==> src/rtl/bram_sched_pkg.sv <==
`default_nettype none
// ----------------------------------------------------------------------------
// bram_sched_pkg : shared types for the BRAM access scheduler   (rev 1.0)
// ----------------------------------------------------------------------------
package bram_sched_pkg;

   typedef enum logic [0:0] {
      IDLE  = 1'b0,
      BURST = 1'b1
   } state_e;

   typedef enum logic [0:0] {
      CLS_CPU = 1'b0,
      CLS_DMA = 1'b1
   } cls_e;

   typedef struct packed {
      logic valid;
      cls_e cls;
   } tag_t;

   localparam int STAT_W = 16;

endpackage
`default_nettype wire

==> src/rtl/bram_sched_tag_pipe.sv <==
`default_nettype none
// ----------------------------------------------------------------------------
// bram_sched_tag_pipe : RD_LAT-deep read tag pipe, steers Do to its requester (rev 1.0)
// ----------------------------------------------------------------------------
module bram_sched_tag_pipe
   import bram_sched_pkg::*;
#(
   parameter int RD_LAT = 2
) (
   input  logic clk_i,
   input  logic rst_i,
   input  logic rd_issue_i,
   input  logic rd_cls_i,
   output logic cpu_rsp_valid_o,
   output logic dma_rsp_valid_o,
   output logic pending_o
);

   tag_t pipe_q [RD_LAT];

   // Stage 0 captures the read visible on the BRAM port this cycle, so the
   // last stage lines up with Do exactly RD_LAT cycles later.
   always_ff @(posedge clk_i or posedge rst_i) begin
      if (rst_i) begin
         for (int i = 0; i < RD_LAT; i++) begin
            pipe_q[i] <= '0;
         end
      end else begin
         pipe_q[0] <= '{valid: rd_issue_i, cls: cls_e'(rd_cls_i)};
         for (int i = 1; i < RD_LAT; i++) begin
            pipe_q[i] <= pipe_q[i-1];
         end
      end
   end

   always_comb begin
      pending_o = 1'b0;
      for (int i = 0; i < RD_LAT; i++) begin
         pending_o = pending_o | pipe_q[i].valid;
      end
   end

   assign cpu_rsp_valid_o = pipe_q[RD_LAT-1].valid && (pipe_q[RD_LAT-1].cls == CLS_CPU);
   assign dma_rsp_valid_o = pipe_q[RD_LAT-1].valid && (pipe_q[RD_LAT-1].cls == CLS_DMA);

endmodule
`default_nettype wire

==> src/rtl/bram_access_scheduler.sv <==
`default_nettype none
// ----------------------------------------------------------------------------
// bram_access_scheduler : CPU refill bursts / DMA reads+writes onto one BRAM port;
// optional counters with BRAM_SCHED_STATS_EN                              (rev 1.0)
// ----------------------------------------------------------------------------
module bram_access_scheduler
   import bram_sched_pkg::*;
#(
   parameter int ADDR_W    = 13,
   parameter int DATA_W    = 32,
   parameter int BURST_LEN = 8,
   parameter int RD_LAT    = 2
) (
   input  logic              wb_clk_i,
   input  logic              wb_rst_i,
   input  logic              cpu_miss_valid,
   input  logic [ADDR_W-1:0] cpu_miss_addr,
   output logic              cpu_miss_ready,
   output logic              cpu_rsp_valid,
   input  logic              dma_r_valid,
   input  logic [ADDR_W-1:0] dma_r_addr,
   output logic              dma_r_ready,
   input  logic              dma_w_valid,
   input  logic [ADDR_W-1:0] dma_w_addr,
   input  logic [DATA_W-1:0] dma_w_data,
   output logic              dma_w_ready,
   output logic              dma_rsp_valid,
   output logic              bram_in_valid,
   output logic              bram_wr,
   output logic [ADDR_W-1:0] bram_addr,
   output logic [DATA_W-1:0] bram_di,
   output logic              busy
`ifdef BRAM_SCHED_STATS_EN
   ,
   output logic [STAT_W-1:0] stat_cpu_bursts,
   output logic [STAT_W-1:0] stat_dma_reads,
   output logic [STAT_W-1:0] stat_dma_writes
`endif
);

   localparam int BEAT_W = (BURST_LEN > 1) ? $clog2(BURST_LEN) : 1;

   state_e              state_q, state_d;
   logic [BEAT_W-1:0]   beat_q, beat_d;
   logic [ADDR_W-1:0]   base_q, base_d;
   cls_e                last_cls_q, last_cls_d;
   cls_e                cls_q, cls_d;
   logic                in_valid_q, in_valid_d;
   logic                wr_q, wr_d;
   logic [ADDR_W-1:0]   addr_q, addr_d;
   logic [DATA_W-1:0]   di_q, di_d;

   logic last_beat_w, can_accept_w, dma_req_w, grant_cpu_w, grant_dma_w;
   logic tag_pending_w;

   assign last_beat_w  = (beat_q == BEAT_W'(BURST_LEN - 1));
   assign can_accept_w = (state_q == IDLE) || last_beat_w;
   assign dma_req_w    = dma_r_valid || dma_w_valid;
   // On conflict the class that did not win last time gets the port.
   assign grant_cpu_w  = cpu_miss_valid && (!dma_req_w || (last_cls_q == CLS_DMA));
   assign grant_dma_w  = dma_req_w && !grant_cpu_w;

   assign cpu_miss_ready = !wb_rst_i && can_accept_w && grant_cpu_w;
   assign dma_w_ready    = !wb_rst_i && can_accept_w && grant_dma_w && dma_w_valid;
   assign dma_r_ready    = !wb_rst_i && can_accept_w && grant_dma_w && !dma_w_valid && dma_r_valid;

   always_comb begin
      state_d    = state_q;
      beat_d     = beat_q;
      base_d     = base_q;
      last_cls_d = last_cls_q;
      cls_d      = cls_q;
      in_valid_d = 1'b0;
      wr_d       = 1'b0;
      addr_d     = addr_q;
      di_d       = di_q;

      if (state_q == BURST) begin
         if (last_beat_w) begin
            state_d = IDLE;
         end else begin
            beat_d     = beat_q + BEAT_W'(1);
            in_valid_d = 1'b1;
            addr_d     = base_q + ADDR_W'(beat_q) + ADDR_W'(1);
            cls_d      = CLS_CPU;
         end
      end

      // Acceptance on the last burst beat overrides the return to IDLE.
      if (cpu_miss_ready) begin
         state_d    = BURST;
         beat_d     = '0;
         base_d     = cpu_miss_addr;
         in_valid_d = 1'b1;
         addr_d     = cpu_miss_addr;
         cls_d      = CLS_CPU;
         last_cls_d = CLS_CPU;
      end else if (dma_w_ready) begin
         in_valid_d = 1'b1;
         wr_d       = 1'b1;
         addr_d     = dma_w_addr;
         di_d       = dma_w_data;
         cls_d      = CLS_DMA;
         last_cls_d = CLS_DMA;
      end else if (dma_r_ready) begin
         in_valid_d = 1'b1;
         addr_d     = dma_r_addr;
         cls_d      = CLS_DMA;
         last_cls_d = CLS_DMA;
      end
   end

   always_ff @(posedge wb_clk_i or posedge wb_rst_i) begin
      if (wb_rst_i) begin
         state_q    <= IDLE;
         beat_q     <= '0;
         base_q     <= '0;
         last_cls_q <= CLS_DMA;
         cls_q      <= CLS_CPU;
         in_valid_q <= 1'b0;
         wr_q       <= 1'b0;
         addr_q     <= '0;
         di_q       <= '0;
      end else begin
         state_q    <= state_d;
         beat_q     <= beat_d;
         base_q     <= base_d;
         last_cls_q <= last_cls_d;
         cls_q      <= cls_d;
         in_valid_q <= in_valid_d;
         wr_q       <= wr_d;
         addr_q     <= addr_d;
         di_q       <= di_d;
      end
   end

   bram_sched_tag_pipe #(
      .RD_LAT (RD_LAT)
   ) u_tag_pipe (
      .clk_i           (wb_clk_i),
      .rst_i           (wb_rst_i),
      .rd_issue_i      (in_valid_q && !wr_q),
      .rd_cls_i        (cls_q == CLS_DMA),
      .cpu_rsp_valid_o (cpu_rsp_valid),
      .dma_rsp_valid_o (dma_rsp_valid),
      .pending_o       (tag_pending_w)
   );

   assign bram_in_valid = in_valid_q;
   assign bram_wr       = wr_q;
   assign bram_addr     = addr_q;
   assign bram_di       = di_q;
   assign busy          = (state_q == BURST) || (in_valid_q && !wr_q) || tag_pending_w;

`ifdef BRAM_SCHED_STATS_EN
   logic [STAT_W-1:0] stat_cpu_q, stat_rd_q, stat_wr_q;

   always_ff @(posedge wb_clk_i or posedge wb_rst_i) begin
      if (wb_rst_i) begin
         stat_cpu_q <= '0;
         stat_rd_q  <= '0;
         stat_wr_q  <= '0;
      end else begin
         if (cpu_miss_ready && (stat_cpu_q != '1)) stat_cpu_q <= stat_cpu_q + STAT_W'(1);
         if (dma_r_ready    && (stat_rd_q  != '1)) stat_rd_q  <= stat_rd_q  + STAT_W'(1);
         if (dma_w_ready    && (stat_wr_q  != '1)) stat_wr_q  <= stat_wr_q  + STAT_W'(1);
      end
   end

   assign stat_cpu_bursts = stat_cpu_q;
   assign stat_dma_reads  = stat_rd_q;
   assign stat_dma_writes = stat_wr_q;
`endif

endmodule
`default_nettype wire
==> config.mk <==
export PLATFORM = sky130hd
export DESIGN_NAME = bram_access_scheduler
export DESIGN_NICKNAME = d
export VERILOG_FILES = /design/src/rtl/bram_sched_pkg.sv /design/src/rtl/bram_sched_tag_pipe.sv /design/src/rtl/bram_access_scheduler.sv
export SDC_FILE = /design/constraint.sdc
export NUM_CORES = 1
export LEC_CHECK = 0
export ABC_AREA = 1
export BUFFER_PORTS_ARGS = -buffer_cell sky130_fd_sc_hd__buf_2
export CAP_MARGIN = 20
export CORE_MARGIN = 3
export CORE_UTILIZATION = 45
export DETAILED_ROUTE_END_ITERATION = 16
export GPL_ROUTABILITY_DRIVEN = 1
export PLACE_DENSITY = 0.76
export SYNTH_ARGS = -nofsm -noshare
export SYNTH_HDL_FRONTEND = slang
export SYNTH_SLANG_ARGS = --single-unit
==> constraint.sdc <==
create_clock -name wb_clk_i -period 4.66 [get_ports wb_clk_i]
set_input_delay 0.466 -clock wb_clk_i [delete_from_list [all_inputs] [get_ports wb_clk_i]]
set_output_delay 0.466 -clock wb_clk_i [all_outputs]
set_load 0.03 [all_outputs]
==> qor.log, run 1 <==
INFO  placed_design  placedInstanceArea=4180um^2
INFO  layout         fillCellCount=729
INFO  route          detail_route.vias_per_cell=4.87
INFO  layout         finish.cell_count_without_fillers=677
INFO  sta            post-route-min-period=2.79ns
INFO  placed_design  place.detailed.instances=661
INFO  synthesis      syn_area=3500um^2
INFO  global_route   grt_pass1_vias=3196
INFO  global_route   grt_max_degree=41
INFO  clock_tree     max-clock-path-buffers=2
INFO  setup_path     critPathKind=reg -> out
INFO  clock_tree     cts_hold_repair.buffers=0
INFO  floorplan      rows=31
INFO  sta            clock.fmax=0.359GHz
INFO  route          detailed_routing_iterations_pass_1=5
INFO  synthesis      postSynthCellCount=447
INFO  synthesis      synth-seq-cells=70
INFO  floorplan      die_w=94.2um
INFO  synthesis      synth-seq-area-share=50.1%
INFO  layout         post_route_cells_drive_above_1_share=28.4%
INFO  sta            timing.final.max_slew_violations=0
INFO  route          drtAntennaViolNets=0
INFO  floorplan      core_area=7410um^2
INFO  floorplan      design.die.area=8870um^2
INFO  clock_tree     post-cts-setup-buffer-count=0
INFO  route          drt-initial-drc-count=170
INFO  layout         num_antenna_cells=0
INFO  layout         multi_input_comb_area=1440um^2
INFO  sta            timing_worst_slew_pin_value=0.927ns
INFO  layout         syn_to_final_growth=25.3%
INFO  setup_path     critical_path.max_fanout=11
INFO  sta            skew=0.0104ns
INFO  synthesis      synth_nets=529
INFO  run            drv.max_cap_violation_count=0
INFO  placed_design  gp_routability_congestion=0.922
INFO  clock_tree     cts_made_buffers=9
INFO  setup_path     crit_path_end_kind=output port
INFO  sta            fin_ws=1.87ns
INFO  setup_path     setup.worst_path.start_class=flip-flop
INFO  sta            final.setup.tns=0ns
INFO  synthesis      post-synth-top-area-fraction=49.4%
INFO  clock_tree     clk_transition_reported_paths=0.08ns
INFO  pwr            p_leak=2.51nW
INFO  worst_hold_path worst_hold_path_type=in -> reg
INFO  route          vias=3300
INFO  sta            finalHoldViolations=0
INFO  layout         final_cell_area=4380um^2
INFO  clock_tree     cts_resized=0
INFO  pwr            max-vdd-ir-drop=0.326mV
INFO  layout         final_core_utilization=59.2%
INFO  synthesis      post-synth-top-area-cell=dfrtp_1
INFO  clock_tree     clock_insertion_delay_worst_skew=0.34ns
INFO  clock_tree     cts_root_buffer=clkbuf_8
INFO  placed_design  place.detailed.hpwl=6680um
INFO  sta            relSlewSlack=38.1%
INFO  synthesis      ys_top_cells_by_area=dfrtp_1 (49%), nand2_1 (19%), inv_1 (5.6%), o21ai_0 (4.2%), nand3_1 (3.3%)
INFO  global_route   grtUsageTotal=21.1%
INFO  sta            min_period_over_period=59.8%
INFO  route          detail_route.wirelength=8990um
INFO  layout         seqCellArea=1750um^2
INFO  route          drt_drc_violations_left=0
INFO  floorplan      initial_core_util=47.2%
INFO  clock_tree     cts_max_level=3
INFO  route          routed_wire_length_per_instance=13.3um
INFO  floorplan      die_height=94.2um
INFO  pwr            power_per_cell_area=739nW/um^2
INFO  floorplan      io_pins=129
INFO  synthesis      synth.avg_cell_area=7.82um^2
INFO  global_route   grt_first_pass_wirelength=14700um
INFO  sta            setup_viol=0
INFO  pwr            p_total=3.24mW
INFO  synthesis      ys.warnings.count=0
INFO  global_route   globalRouteOverflowTotal=0
INFO  synthesis      synth.distinct_cells=31
INFO  sta            final.hold.worst_slack=0.313ns
INFO  outcome        outcome=finished, final reports clean
INFO  sta            grt_setup_unrepaired=false
INFO  setup_path     critPathRequiredTime=4.19ns
INFO  layout         layout.nets=655
INFO  setup_path     cp.arrival=2.32ns
INFO  placed_design  dp_worst_setup_slack=2.22ns
INFO  placed_design  port_buffers=128
INFO  clock_tree     tritoncts=yes
INFO  clock_tree     clock-sinks=70
INFO  global_route   antenna_found_initial=0
[per-layer routing]
layer	global-route usage, %	wire [um]	vias to the layer above
met4	9.51	215	0
met2	33.0	4220	129
met1	28.1	4010	1513
met5	0	0	-
li1	-	-	1640
met3	4.33	555	18
[Yosys cell counts]
master	number
inv_2	2
a21oi_1	14
dfrtp_1	69
fa_1	1
or2_2	3
nand2_1	178
ha_1	5
a21oi_2	1
nand3_1	23
nor3_1	1
nor2_2	1
inv_1	52
a21oi_4	1
nand4_1	7
xor2_1	2
inv_4	1
buf_4	3
nor2_8	1
nor2_4	3
o21ai_1	7
o21bai_1	2
buf_2	8
nand2_4	1
a22o_1	1
clkbuf_1	1
dfstp_2	1
nand2_2	1
nor2_1	24
o21ai_0	29
nand3_4	1
buf_6	3
[path summary, 6_finish.rpt]
check / from / slack [ns] / depth (start not counted) / end
worst max-delay path: beat_q[1]$_DFFE_PP0P_ / 1.87 / 7 / dma_r_ready
worst min-delay path: dma_w_data[20] / 0.31 / 3 / bram_di[20]$_DFFE_PP0P_
worst max register to register: beat_q[1]$_DFFE_PP0P_ / 2.37 / 8 / bram_di[16]$_DFFE_PP0P_
worst min register to register: u_tag_pipe.pipe_q[2]$_DFF_PP0_ / 0.35 / 0 / u_tag_pipe.pipe_q[0]$_DFF_PP0_
max in group asynchronous: wb_rst_i / 3.43 / 3 / bram_di[3]$_DFFE_PP0P_
min in group asynchronous: wb_rst_i / 0.32 / 2 / cls_q$_DFFE_PP0P_
[power by group]
group          leakage, nW  switching (mW)  internal, mW
Combinational         1.56            1.14         0.506
Clock                0.103           0.239         0.265
Sequential           0.853           0.176         0.917
Total                 2.51            1.55          1.69
[registers in the layout, summed over array words and instances, names as in the netlist]
name,flops
bram_di,32
base_q,13
bram_addr,13
u_tag_pipe.pipe_q,4
beat_q,3
bram_in_valid,1
bram_wr,1
cls_q,1
last_cls_q,1
state_q,1
[worst max-delay path, stage by stage, from the launching register on]
cell     delay, ns
dfrtp_1       0.38
ha_1          0.16
ha_1          0.18
nor2_4        0.07
nor2_4        0.23
nand3_1       0.39
inv_1         0.31
buf_2         0.24
[layout make-up]
cell class | count | share of cell area, %
Timing Repair Buffer | 130 | 15.0
Inverter | 55 | 4.77
Clock inverter | 6 | 1.57
Multi-Input combinational cell | 307 | 32.7
Tap cell | 99 | 2.83
Clock buffer | 10 | 3.14
Sequential cell | 70 | 40.0
[cells in the final DEF (no fill, tap or decap), types with 2 or more instances in the layout]
cell | Yosys | layout
clkbuf_8 | 0 | 10
clkinv_4 | 0 | 2
nor2_1 | 24 | 24
xor2_1 | 2 | 2
a21oi_1 | 14 | 14
inv_1 | 52 | 51
o21ai_0 | 29 | 29
dfrtp_1 | 69 | 69
nor2_4 | 3 | 3
or2_2 | 3 | 3
buf_2 | 8 | 128
o21bai_1 | 2 | 2
ha_1 | 5 | 5
nand4_1 | 7 | 7
nand3_1 | 23 | 23
nand2_1 | 178 | 178
o21ai_1 | 7 | 7
buf_4 | 3 | 2
inv_2 | 2 | 3
[kinds of logic (layout without fill, tap and decap cells)]
group	Yosys count	in the layout	synth area share [%]
adder cells (fa/ha/maj)	6	6	2.36
AO/OA/AOI/OAI	55	55	8.55
AND/OR/NAND/NOR	244	244	29.6
buffers and inverters	70	201	8.84
flip-flops	70	70	50.1
XOR/XNOR	2	2	0.501
Note: power is estimated with default switching activity, not from simulation.
==> run 2, diff against run 1 <==
--- a/config.mk
+++ b/config.mk
@@ -12,7 +12,7 @@
 export CORE_UTILIZATION = 45
 export DETAILED_ROUTE_END_ITERATION = 16
 export GPL_ROUTABILITY_DRIVEN = 1
-export PLACE_DENSITY = 0.76
+export PLACE_DENSITY = 0.79
 export SYNTH_ARGS = -nofsm -noshare
 export SYNTH_HDL_FRONTEND = slang
 export SYNTH_SLANG_ARGS = --single-unit
==> constraint.sdc (replaced) <==
create_clock -name wb_clk_i -period 2.5 [get_ports wb_clk_i]
set_input_delay 0.25 -clock wb_clk_i [delete_from_list [all_inputs] [get_ports wb_clk_i]]
set_output_delay 0.25 -clock wb_clk_i [all_outputs]
set_load 0.03 [all_outputs]
==> qor.log, run 2 (same netlist as run 1, synthesis figures left out) <==
INFO  setup_path     critPathRequiredTime=2.25ns
INFO  global_route   antenna_found_initial=0
INFO  worst_hold_path hold_path.startpoint=dma_w_data[23]
INFO  route          vias=3325
INFO  route          detail_route.vias_per_cell=4.86
INFO  layout         largest_register_ffs=32
INFO  layout         leading_cell_type_in_the_layout_fill_and_taps_excluded=nand2_1
INFO  clock_tree     clock_insertion_delay_worst_skew=0.35ns
INFO  layout         num_antenna_cells=0
INFO  setup_path     critical_path.max_fanout=14
INFO  layout         syn_to_final_growth=27.9%
INFO  pwr            power.switching_fraction=47.5%
INFO  clock_tree     cts_root_buffer=clkbuf_8
INFO  floorplan      design.die.area=8870um^2
INFO  floorplan      rows=31
INFO  global_route   globalRouteOverflowTotal=0
INFO  clock_tree     clk_transition_reported_paths=0.08ns
INFO  floorplan      io_pins=129
INFO  placed_design  place.detailed.instances=664
INFO  outcome        outcome=finished, final reports clean
INFO  setup_path     worst_setup_path_endpoint=dma_w_ready
INFO  sta            timing.final.max_slew_violations=0
INFO  setup_path     cpMaxStageDelayCell=dfrtp_1
INFO  sta            min_period_over_period=95.0%
INFO  floorplan      initial_core_util=47.2%
INFO  pwr            p_total=6.20mW
INFO  pwr            p_leak=2.56nW
INFO  route          drt-initial-drc-count=168
INFO  clock_tree     max-clock-path-buffers=2
INFO  sta            skew=0.00735ns
INFO  run            drv.max_cap_violation_count=0
INFO  setup_path     timing.critical_path.depth=8
INFO  floorplan      core_area=7410um^2
INFO  route          routed_wire_length_per_instance=13.5um
INFO  floorplan      die_w=94.2um
INFO  layout         post_route_cells_drive_above_1_share=29.1%
INFO  sta            finalHoldViolations=0
INFO  setup_path     setup.reg_to_reg.worst_slack=0.27ns
INFO  pwr            seq_power_share=33.1%
INFO  layout         most-common-layout-cells=nand2_1 (178), buf_2 (128), dfrtp_1 (69)
INFO  pwr            combinationalPowerShare=50.0%
INFO  sta            final.setup.tns=0ns
INFO  global_route   grt_max_degree=59
INFO  clock_tree     cts_made_buffers=9
INFO  sta            relSlewSlack=66.9%
INFO  clock_tree     cts_max_level=3
INFO  pwr            power.net_switching=2.95mW
INFO  placed_design  place.detailed.hpwl=6710um
INFO  placed_design  port_buffers=128
INFO  layout         layout.nets=662
INFO  placed_design  gp_routability_congestion=0.890
INFO  setup_path     r2r-end=bram_addr[12]$_DFFE_PP0P_
INFO  route          detail_route.wirelength=9240um
INFO  route          detailed_routing_iterations_pass_1=5
INFO  sta            clock.fmax=0.421GHz
INFO  setup_path     r2r_cells=10
INFO  sta            post-route-min-period=2.38ns
INFO  global_route   grtUsageTotal=21.5%
INFO  global_route   grt_pass1_vias=3196
INFO  worst_hold_path worst_hold_path_type=in -> reg
INFO  setup_path     crit_path_end_kind=output port
INFO  sta            setup_viol=0
INFO  layout         finish.cell_count_without_fillers=684
INFO  setup_path     timing.critical_path.max_delay_family=simple AND/OR/NAND/NOR gates
INFO  setup_path     worstPathBufferInverterCount=3
INFO  pwr            max-vdd-ir-drop=0.607mV
INFO  pwr            power_report.internal_total=3.25mW
INFO  clock_tree     tritoncts=yes
INFO  sta            grt_setup_unrepaired=false
INFO  route          drt_drc_violations_left=0
INFO  route          drtAntennaViolNets=0
INFO  sta            timing_worst_slew_pin_value=0.494ns
INFO  setup_path     critical_path.cell_chain=ha_1, ha_1, nor2_4, nor2_4, nand3_4, buf_4, inv_1, buf_2
INFO  setup_path     critPathLaunch=beat_q[1]$_DFFE_PP0P_
INFO  floorplan      die_height=94.2um
INFO  clock_tree     clock-sinks=70
INFO  setup_path     r2r-start=beat_q[0]$_DFFE_PP0P_
INFO  global_route   grt_first_pass_wirelength=14900um
INFO  setup_path     critPathKind=reg -> out
INFO  setup_path     setup.worst_path.start_class=flip-flop
INFO  setup_path     cp.arrival=2.13ns
INFO  setup_path     critical_path.max_stage_delay=0.39ns
INFO  pwr            clockPowerShare=16.9%
INFO  pwr            power_per_cell_area=1390nW/um^2
INFO  clock_tree     cts_resized=0
run 2: power by group through the flow:
stage	Sequential (mW)	Clock, mW	Combinational [mW]
after global placement	2.05	0	2.98
after detailed placement	2.07	0	3.07
after floorplan	2.78	0	1.51
after global routing	2.12	1.12	3.46
after CTS	2.05	1.07	3.09
final	2.05	1.05	3.10
run 2: final cells by class:
class,count,area [um^2]
multi-input combinational,308,1450
inverter,55,209
clock inverter,7,104
clock buffer,9,124
sequential,70,1750
timing repair buffer,136,716
fill,693,2930
tap,99,124
run 2: repair_timing:
action                     CTS  global route
buffers inserted             0             2
setup endpoints to repair    0             1
hold endpoints to repair    11             0
hold buffers                 1             0
run 2: per-stage QoR:
stage	instance area (um^2)	util (%)	setup slack [ns]	hold slack, ns
floorplan	3500	-	0.483	0.331
global placement	4210	56.8	0.454	0.260
detailed placement	4210	56.8	0.379	0.263
CTS	4450	60.1	0.0516	0.0768
global route	4470	60.4	0.00289	0.0797
finish	4470	60.4	0.125	0.0830
run 2: routing by layer:
layer | global-route usage (%) | routed length [um] | vias to the layer above
li1 | - | - | 1656
met1 | 28.5 | 3880 | 1540
met2 | 34.9 | 4600 | 118
met3 | 4.09 | 617 | 11
met4 | 8.42 | 146 | 0
met5 | 0 | 0 | -
run 2: worst min-delay path: cells and delay by family:
family	cells	cell delay, ns
buf+inv	1	0.07
simple gates	2	0.08
run 2: how the worst min path moves through the flow:
| stage | endpoint | slack (ns) | cells past startpoint |
|---|---|---|---|
| 2_1_floorplan | u_tag_pipe.pipe_q[0]$_DFF_PP0_ | 0.33 | 0 |
| 5_1_grt | bram_di[5]$_DFFE_PP0P_ | 0.08 | 3 |
| 6_report | bram_di[23]$_DFFE_PP0P_ | 0.08 | 3 |
| 4_1_cts | bram_di[5]$_DFFE_PP0P_ | 0.08 | 3 |
| 3_3_place_gp | bram_addr[10]$_DFFE_PP0P_ | 0.26 | 2 |
| 3_5_place_dp | bram_addr[10]$_DFFE_PP0P_ | 0.26 | 2 |
